$ cat config.mk
export PLATFORM = sky130hd
export DESIGN_NAME = fetch_queue
export DESIGN_NICKNAME = d
export VERILOG_FILES = /design/src/rtl/fetch_queue.sv
export SDC_FILE = /design/constraint.sdc
export NUM_CORES = 1
export LEC_CHECK = 0
export ABC_AREA = 1
export BUFFER_PORTS_ARGS = -buffer_cell sky130_fd_sc_hd__buf_2
export CAP_MARGIN = 0
export CORE_ASPECT_RATIO = 0.7
export CORE_MARGIN = 2
export CORE_UTILIZATION = 49
export CTS_BUF_LIST = sky130_fd_sc_hd__clkbuf_4 sky130_fd_sc_hd__clkbuf_8 sky130_fd_sc_hd__clkbuf_16
export CTS_CLUSTER_DIAMETER = 60
export CTS_CLUSTER_SIZE = 8
export DETAILED_ROUTE_END_ITERATION = 8
export PLACE_DENSITY = 0.71
export SETUP_SLACK_MARGIN = 0.3
export SYNTH_ARGS = -nofsm -noshare
export SYNTH_HDL_FRONTEND = slang
export SYNTH_SLANG_ARGS = --single-unit
$ cat constraint.sdc
create_clock -name clk -period 14.85 [get_ports clk]
set_input_delay 2.97 -clock clk [delete_from_list [all_inputs] [get_ports clk]]
set_output_delay 2.97 -clock clk [all_outputs]
set_load 0.05 [all_outputs]
$ cat src/rtl/fetch_queue.sv
// Instruction fetch front end: issues one imem request at a time and buffers returned words
// with their PCs in a DEPTH-entry circular queue; redirect flushes the queue and squashes in-flight data.
module fetch_queue #(
   parameter int              XLEN     = 32,
   parameter int              DEPTH    = 4,
   parameter logic [XLEN-1:0] RESET_PC = '0
) (
   input  logic            clk,
   input  logic            rst,
   input  logic            redirect,
   input  logic [XLEN-1:0] redirect_addr,
   input  logic            stall,
   output logic            imem_request,
   output logic            imem_we_re,
   output logic [3:0]      imem_mask,
   output logic [XLEN-1:0] imem_addr,
   input  logic            imem_valid,
   input  logic [XLEN-1:0] imem_rdata,
   output logic            inst_valid,
   input  logic            inst_ready,
   output logic [XLEN-1:0] instruction,
   output logic [XLEN-1:0] inst_pc,
   output logic [XLEN-1:0] inst_pc_next
);
   localparam int AW = $clog2(DEPTH);
   localparam int CW = AW + 1;

   logic [XLEN-1:0] q_inst [DEPTH];
   logic [XLEN-1:0] q_pc   [DEPTH];
   logic [AW-1:0]   head;
   logic [AW-1:0]   tail;
   logic [CW-1:0]   count;
   logic [XLEN-1:0] fetch_pc;
   logic [XLEN-1:0] req_pc;
   logic            outstanding;
   logic            stale;
   logic            running;
   logic            push;
   logic            pop;
   logic [CW:0]     occupancy;

   // Reserve a slot for the in-flight response so a push can never hit a full queue.
   assign occupancy    = {1'b0, count} + {{CW{1'b0}}, outstanding};
   assign imem_request = rst && running && !outstanding && !stall && !redirect
                         && (occupancy < (CW+1)'(DEPTH));
   assign imem_we_re   = 1'b0;
   assign imem_mask    = 4'b1111;
   assign imem_addr    = fetch_pc;

   assign push = imem_valid && outstanding && !stale && !redirect;
   assign pop  = inst_valid && inst_ready && !redirect;

   assign inst_valid   = (count != '0);
   assign instruction  = q_inst[head];
   assign inst_pc      = q_pc[head];
   assign inst_pc_next = q_pc[head] + XLEN'(4);

   always_ff @(posedge clk) begin
      if (push) begin
         q_inst[tail] <= imem_rdata;
         q_pc[tail]   <= req_pc;
      end
   end

   always_ff @(posedge clk) begin
      if (!rst) begin
         fetch_pc    <= RESET_PC;
         req_pc      <= '0;
         count       <= '0;
         head        <= '0;
         tail        <= '0;
         outstanding <= 1'b0;
         stale       <= 1'b0;
         running     <= 1'b0;
      end else begin
         running <= 1'b1;
         // Any returning response retires the outstanding slot, whether kept or dropped.
         if (imem_valid) begin
            outstanding <= 1'b0;
            stale       <= 1'b0;
         end else if (redirect && outstanding) begin
            stale <= 1'b1;
         end

         if (redirect) begin
            fetch_pc <= redirect_addr;
            count    <= '0;
            head     <= '0;
            tail     <= '0;
         end else begin
            if (imem_request) begin
               outstanding <= 1'b1;
               req_pc      <= fetch_pc;
               fetch_pc    <= fetch_pc + XLEN'(4);
            end
            if (push) tail <= tail + 1'b1;
            if (pop)  head <= head + 1'b1;
            if (push && !pop)      count <= count + 1'b1;
            else if (!push && pop) count <= count - 1'b1;
         end
      end
   end
endmodule
# Word level (Yosys, flattened, before mapping)
# Memories as Yosys holds them, arrays and structs flattened. A register that Yosys moved wholly into a read port is not among the register bits.
# Cells that the tools add are included.
# word_totals
ff_bits,74
latch_bits,0
mem_bits_rw,256
romBits,0
input_bits,70
out_inout_bits,135
elab_cells,59
n_memories,2
# mem_list
memory,words,width,read_ports,rd_ports_with_merged_regs,write_ports,line,source
q_inst,4,32,1,1,1,28,logic [XLEN-1:0] q_inst [DEPTH];
q_pc,4,32,1,1,1,29,logic [XLEN-1:0] q_pc [DEPTH];
# classes
n_addsub,7
mul,0
div,0
n_lt_le_gt_ge,1
n_eq_ne,0
n_shift,0
muxes,14
n_bitwise,2
n_reduce_logical,25
# op_table
operator,n
"32-bit by 3-bit adder with 32-bit output, second input constant",2
32-bit two-way mux,2
1-bit logical AND,13
2-bit two-way mux,4
1-bit logical NOT,6
1-bit two-way mux,6
3-bit two-way mux,2
"2-bit by 1-bit adder with 2-bit output, second input constant",2
3-bit by 1-bit adder with 4-bit output,1
"4-bit by 3-bit less-than comparator with 1-bit output, second input constant",1
2-bit nonzero test,2
2-bit OR reduction,2
"3-bit by 1-bit adder with 3-bit output, second input constant",1
3-bit nonzero test,1
"3-bit by 1-bit subtractor with 3-bit output, second input constant",1
1-bit NOT,2
2-bit AND reduction,1

# Logic depth before layout (Yosys ltp)
# logic_depth
ltp_word,7
depth_mapped,15
ltp_nobuf,13

# Worst setup path before layout
# OpenSTA, ideal clock, no wires.
# synth_timing
path_type,input to output
from,in redirect
to,out imem_request
arrival_ns,4.159
required_ns,11.880
setup_slack_ns,7.721
cell_stages,5
n_path_buf,2
path_cell_list,buf_2 nor2_1 nand3_2 inv_2 clkbuf_1
# synth_between
elab_chain_len,3
# synth_rtl
item,line,source
from (decl),10,"input logic redirect,"
1-bit logical NOT,44,assign imem_request = rst && running && !outstanding && !stall && !redirect
1-bit logical AND,44,
1-bit logical AND,45,&& (occupancy < (CW+1)'(DEPTH));
to (decl),13,"output logic imem_request,"
# No other way between the ends.

# Worst setup path after layout
# layout_timing
from,in rst
to,out imem_request
# layout_between
elab_chain_len,5
# layout_rtl
item,line,source
from (decl),9,"input logic rst,"
1-bit logical AND (4 in series),44,
1-bit logical AND,45,
# No other way between the ends.

==> results by stage <==
Pwr:
- For this design the static power due to leakage is approximately 7 nW.
- Overall power consumption after layout is estimated at about 2.1 mW.
- In this run the power density over the cells is between 100 and 150 mW/mm2.
- The worst-case IR drop observed on VDD is a little over 70 uV.

Detailed routing:
- In this run the remaining antenna-violating nets after routing total 0.
- The detailed-routing iteration count for the pre-antenna-repair pass is 9.
- In this run, the number of DRC markers left after iteration 0 of detailed routing was approximately 900.
- The number of remaining DRC errors is 0.
- The routed length per placed instance is between 15 and 20 um.
- The total met2 wirelength after detailed routing is between 15 and 20 mm.
- The highest layer used for signal routing is met4.
- Summed over all nets, wire length on met3 after detailed routing comes to around 2.7 mm.
- In the final routing, the length of wire on met1 measures 18.08 mm.
- Using the TritonRoute via totals, the vias-per-cell ratio works out to roughly 5.2.
- Wires add up to approximately 38 mm.
- For this block, the via count after detailed routing is between 10000 and 15000.

Floorplanning:
- In this run the core area contains 53 standard-cell rows.
- The starting utilization of the core area is 0.4982.
- The overall die width is roughly 210 um.
- The area of the core is between 0.02 and 0.03 mm2.
- During I/O placement, the number of pins put on the boundary was around 210.
- The die covers 0.03191 mm2.
- The floorplan step set the die height to approximately 150 um.

STA:
- The time the worst path needs with I/O delays and setup is about 8.0 ns.
- Setup repair after global routing left no endpoint under its margin.
- The least setup slack across all paths after layout is ~6.8 ns.
- On the final layout, the worst clock skew is ~0.013 ns.
- The share of the clock period used by the worst path after layout is 0.5412.
- After routing, the total negative slack on setup checks comes to 0 ns.
- The number of hold violations in the final report is 0.
- Setup violations remaining at the end of the flow were counted as 0.
- The number of pins with negative max-slew slack in the final report was 0.
- At the pin with the least slew margin, the transition time is approximately 1.0 ns.
- Headroom to the max-slew limit came out at 0.3187.
- The maximum clock frequency is 124.4 MHz.

Yosys:
- The commonest register cell after synthesis is edfxtp_1.
- Yosys mapped the design onto between 40 and 50 distinct sky130hd cell types.
- Of the synthesized area, sequential elements account for 0.6167.
- The commonest cells after synthesis are nand2_1 (490), edfxtp_1 (256), nor2_1 (183), inv_1 (112), o21ai_0 (103).
- The post-synthesis xor/xnor area fraction is 0.01232.
- By area the synthesized netlist is led by edfxtp_1 (51%), nand2_1 (12%), dfxtp_1 (10%).
- After synthesis, the largest family of logic cells by area is simple AND/OR/NAND/NOR gates.
- The summed instance area of the synthesized netlist is ~0.015 mm2.
- The share of synthesized cell area in full adder, half adder and majority cells is 0.007206.
- The biggest area contributor in the post-synthesis netlist is edfxtp_1.
- The number of instances in the synthesized netlist is 1594.
- The compound-gate portion of the synthesized area is 0.07659.
- The simple-gate share of the synthesized area is 0.2289.
- The portion of synthesized cell area occupied by the leading cell type is 0.5148.
- In the synthesized netlist the async set-or-reset flop fraction comes to 0.
- The average instance in the mapped netlist occupies approximately 9.4 um2.
- The number of synthesized flops with an enable pin is between 200 and 300.
- The number of warning messages in the yosys log is 0.
- The mux share of post-synthesis cell area is 0.
- The synthesis-stage register bit count is between 300 and 400.
- The most repeated cell in the gate-level netlist after synthesis is nand2_1.

Clock network:
- After clock tree synthesis, the clock-pin slew on the worst setup and hold paths is about 0.050 ns.
- The largest buffer count on any clock path is 3.
- At the later pin of the worst-skew pair, clock insertion delay measures 0.54 ns.
- TritonCTS built the clock tree.
- The H-tree depth is 2.
- The count of instances resized after the clock tree is built is 0.
- The number of buffers inserted for hold repair after clock tree synthesis is 0.
- The cell sitting at the root of the clock tree is a clkbuf_16.
- Post-CTS timing repair inserted 0 buffers for setup.
- The number of clock sinks is 332.
- The clock buffer count from CTS is between 40 and 50.

Setup path:
- The data arrival at the endpoint of the critical path is roughly 5.1 ns.
- The worst path required time is between 10 and 15 ns.
- The timing startpoint of the critical path is rst.
- The startpoint class of the critical path is an input pin.
- The nature of the critical path endpoint is an output pin.
- The worst reg-to-reg setup slack is roughly 12 ns.
- Measured in cells, the most critical reg-to-reg path has a length of 3.
- The kind of critical path is input pin to output pin.
- The terminus of the critical flop-to-flop path is q_pc[0][6]$_DFFE_PP_.
- Of all nets on the critical path, the largest fanout is 63.
- The launch point of the worst reg-to-reg path is outstanding$_SDFF_PN0_.

Hold path:
- Counting instances, the worst hold path has a depth of 2.
- The startpoint of the lowest-slack hold path is stale$_SDFFE_PP0P_.
- The worst hold path belongs to the class register to register.
- The worst hold endpoint is stale$_SDFFE_PP0P_.

GRT:
- The number of antenna violations at the first check in global routing is 0.
- The residual overflow from global routing is 0.
- The via count of the first global-routing pass was 10937.
- Across every metal layer, demand over resource in global routing totals 0.2358.
- The wire length of the first global-routing pass is about 58 mm.
- Entering global routing, the biggest net connects between 80 and 90 pins.

Place:
- The placement-stage cell area is about 0.016 mm2.
- Timing analysis after detailed placement gives a worst setup slack of ~6.8 ns.
- The half-perimeter wire length of the detailed placement result is between 20 and 25 mm.
- The count of buffers added on input and output ports is 199.
- The global placement routability congestion is approximately 0.94.

Final layout:
- Of the cells placed in the final design, the portion with a size suffix greater than 1 is 0.1770.
- In the final design database the tool counted roughly 1900 nets.
- With fillers left out, the area of the finished cells amounts to roughly 0.017 mm2.
- The repair_antennas step left the layout with diodes totalling 0.
- The post-synthesis to final-layout area growth is 17.02%.

Flow run:
- Max-cap violations in this run came to 0.

Run status:
- The run finished with clean final reports.
-- state kept, by name, summed over array words and instances, names as in the netlist, named ones only --
signal       count
count            3
head             2
imem_addr       32
outstanding      1
q_inst         128
q_pc           128
req_pc          32
running          1
stale            1
tail             2
-- worst max-delay path by stage --
stage,end,slack [ns],depth (start not counted)
6_report,imem_request,6.81,7
5_1_grt,imem_request,6.60,7
4_1_cts,imem_request,6.80,7
3_5_place_dp,imem_request,6.79,7
3_3_place_gp,imem_request,6.80,7
2_1_floorplan,imem_request,7.72,5
-- worst max-delay path, stage by stage --
cell and delay [ns]:
buf_2 0.42, nand2_1 0.10, inv_1 0.08, nand3_2 0.05, buf_4 0.26, inv_2 0.76, buf_2 0.41
-- cell type report --
type | count | area [um2]
clock buffers | 64 | 1310
clock inverters | 2 | 12.51
fillers | 2657 | 12500
inverters | 116 | 440.4
multi-input cells | 1073 | 4902
flip-flops and latches | 332 | 9214
well taps | 412 | 515.5
repair buffers | 210 | 1079
-- cells by family after synthesis --
logic type	Yosys count
other cells	2
buf+inv	192
flops	332
fa+ha+maj	8
xor+xnor	21
simple gates	832
compound gates	207
-- metal layers --
layer,global-route usage,vias to the layer above
li1,-,5678
met1,0.3501,5467
met2,0.3574,384
met3,0.04596,47
met4,0.05629,0
met5,0,-
-- stage by stage --
stage               std cells    util  hold slack (ns)
floorplan                1597       -           0.4283
global placement         2143  0.5388           0.4385
detailed placement       2143  0.5388           0.4710
CTS                      2209  0.5829           0.4883
global route             2209  0.5829           0.5222
finish                   2209  0.5829           0.4801
-- cells in the final DEF, fill, tap and decap left out, drive strengths merged --
| cell | instances |
|---|---|
| nand2 | 504 |
| edfxtp | 256 |
| buf | 210 |
| nor2 | 199 |
| inv | 116 |
| o21ai | 105 |
| nand3 | 102 |
| dfxtp | 76 |
| clkbuf | 64 |
| a21oi | 40 |
| o22ai | 34 |
| xor2 | 17 |
| a31oi | 12 |
| nand4 | 10 |
| nor3 | 10 |
| o21a | 7 |
| ha | 7 |
| nand3b | 6 |
| conb | 5 |
| xnor2 | 4 |
| o211a | 3 |
| o211ai | 3 |
| clkinv | 2 |
| o221ai | 1 |
| a22oi | 1 |
| or2 | 1 |
| a32oi | 1 |
| fa | 1 |
-- power by group --
group | internal (mW) | switching, mW | total, mW
Combinational | 0.0235 | 0.0667 | 0.0903
Clock | 0.602 | 0.359 | 0.961
Sequential | 1.01 | 0.0133 | 1.02
Power figures use the tool's default switching activity.
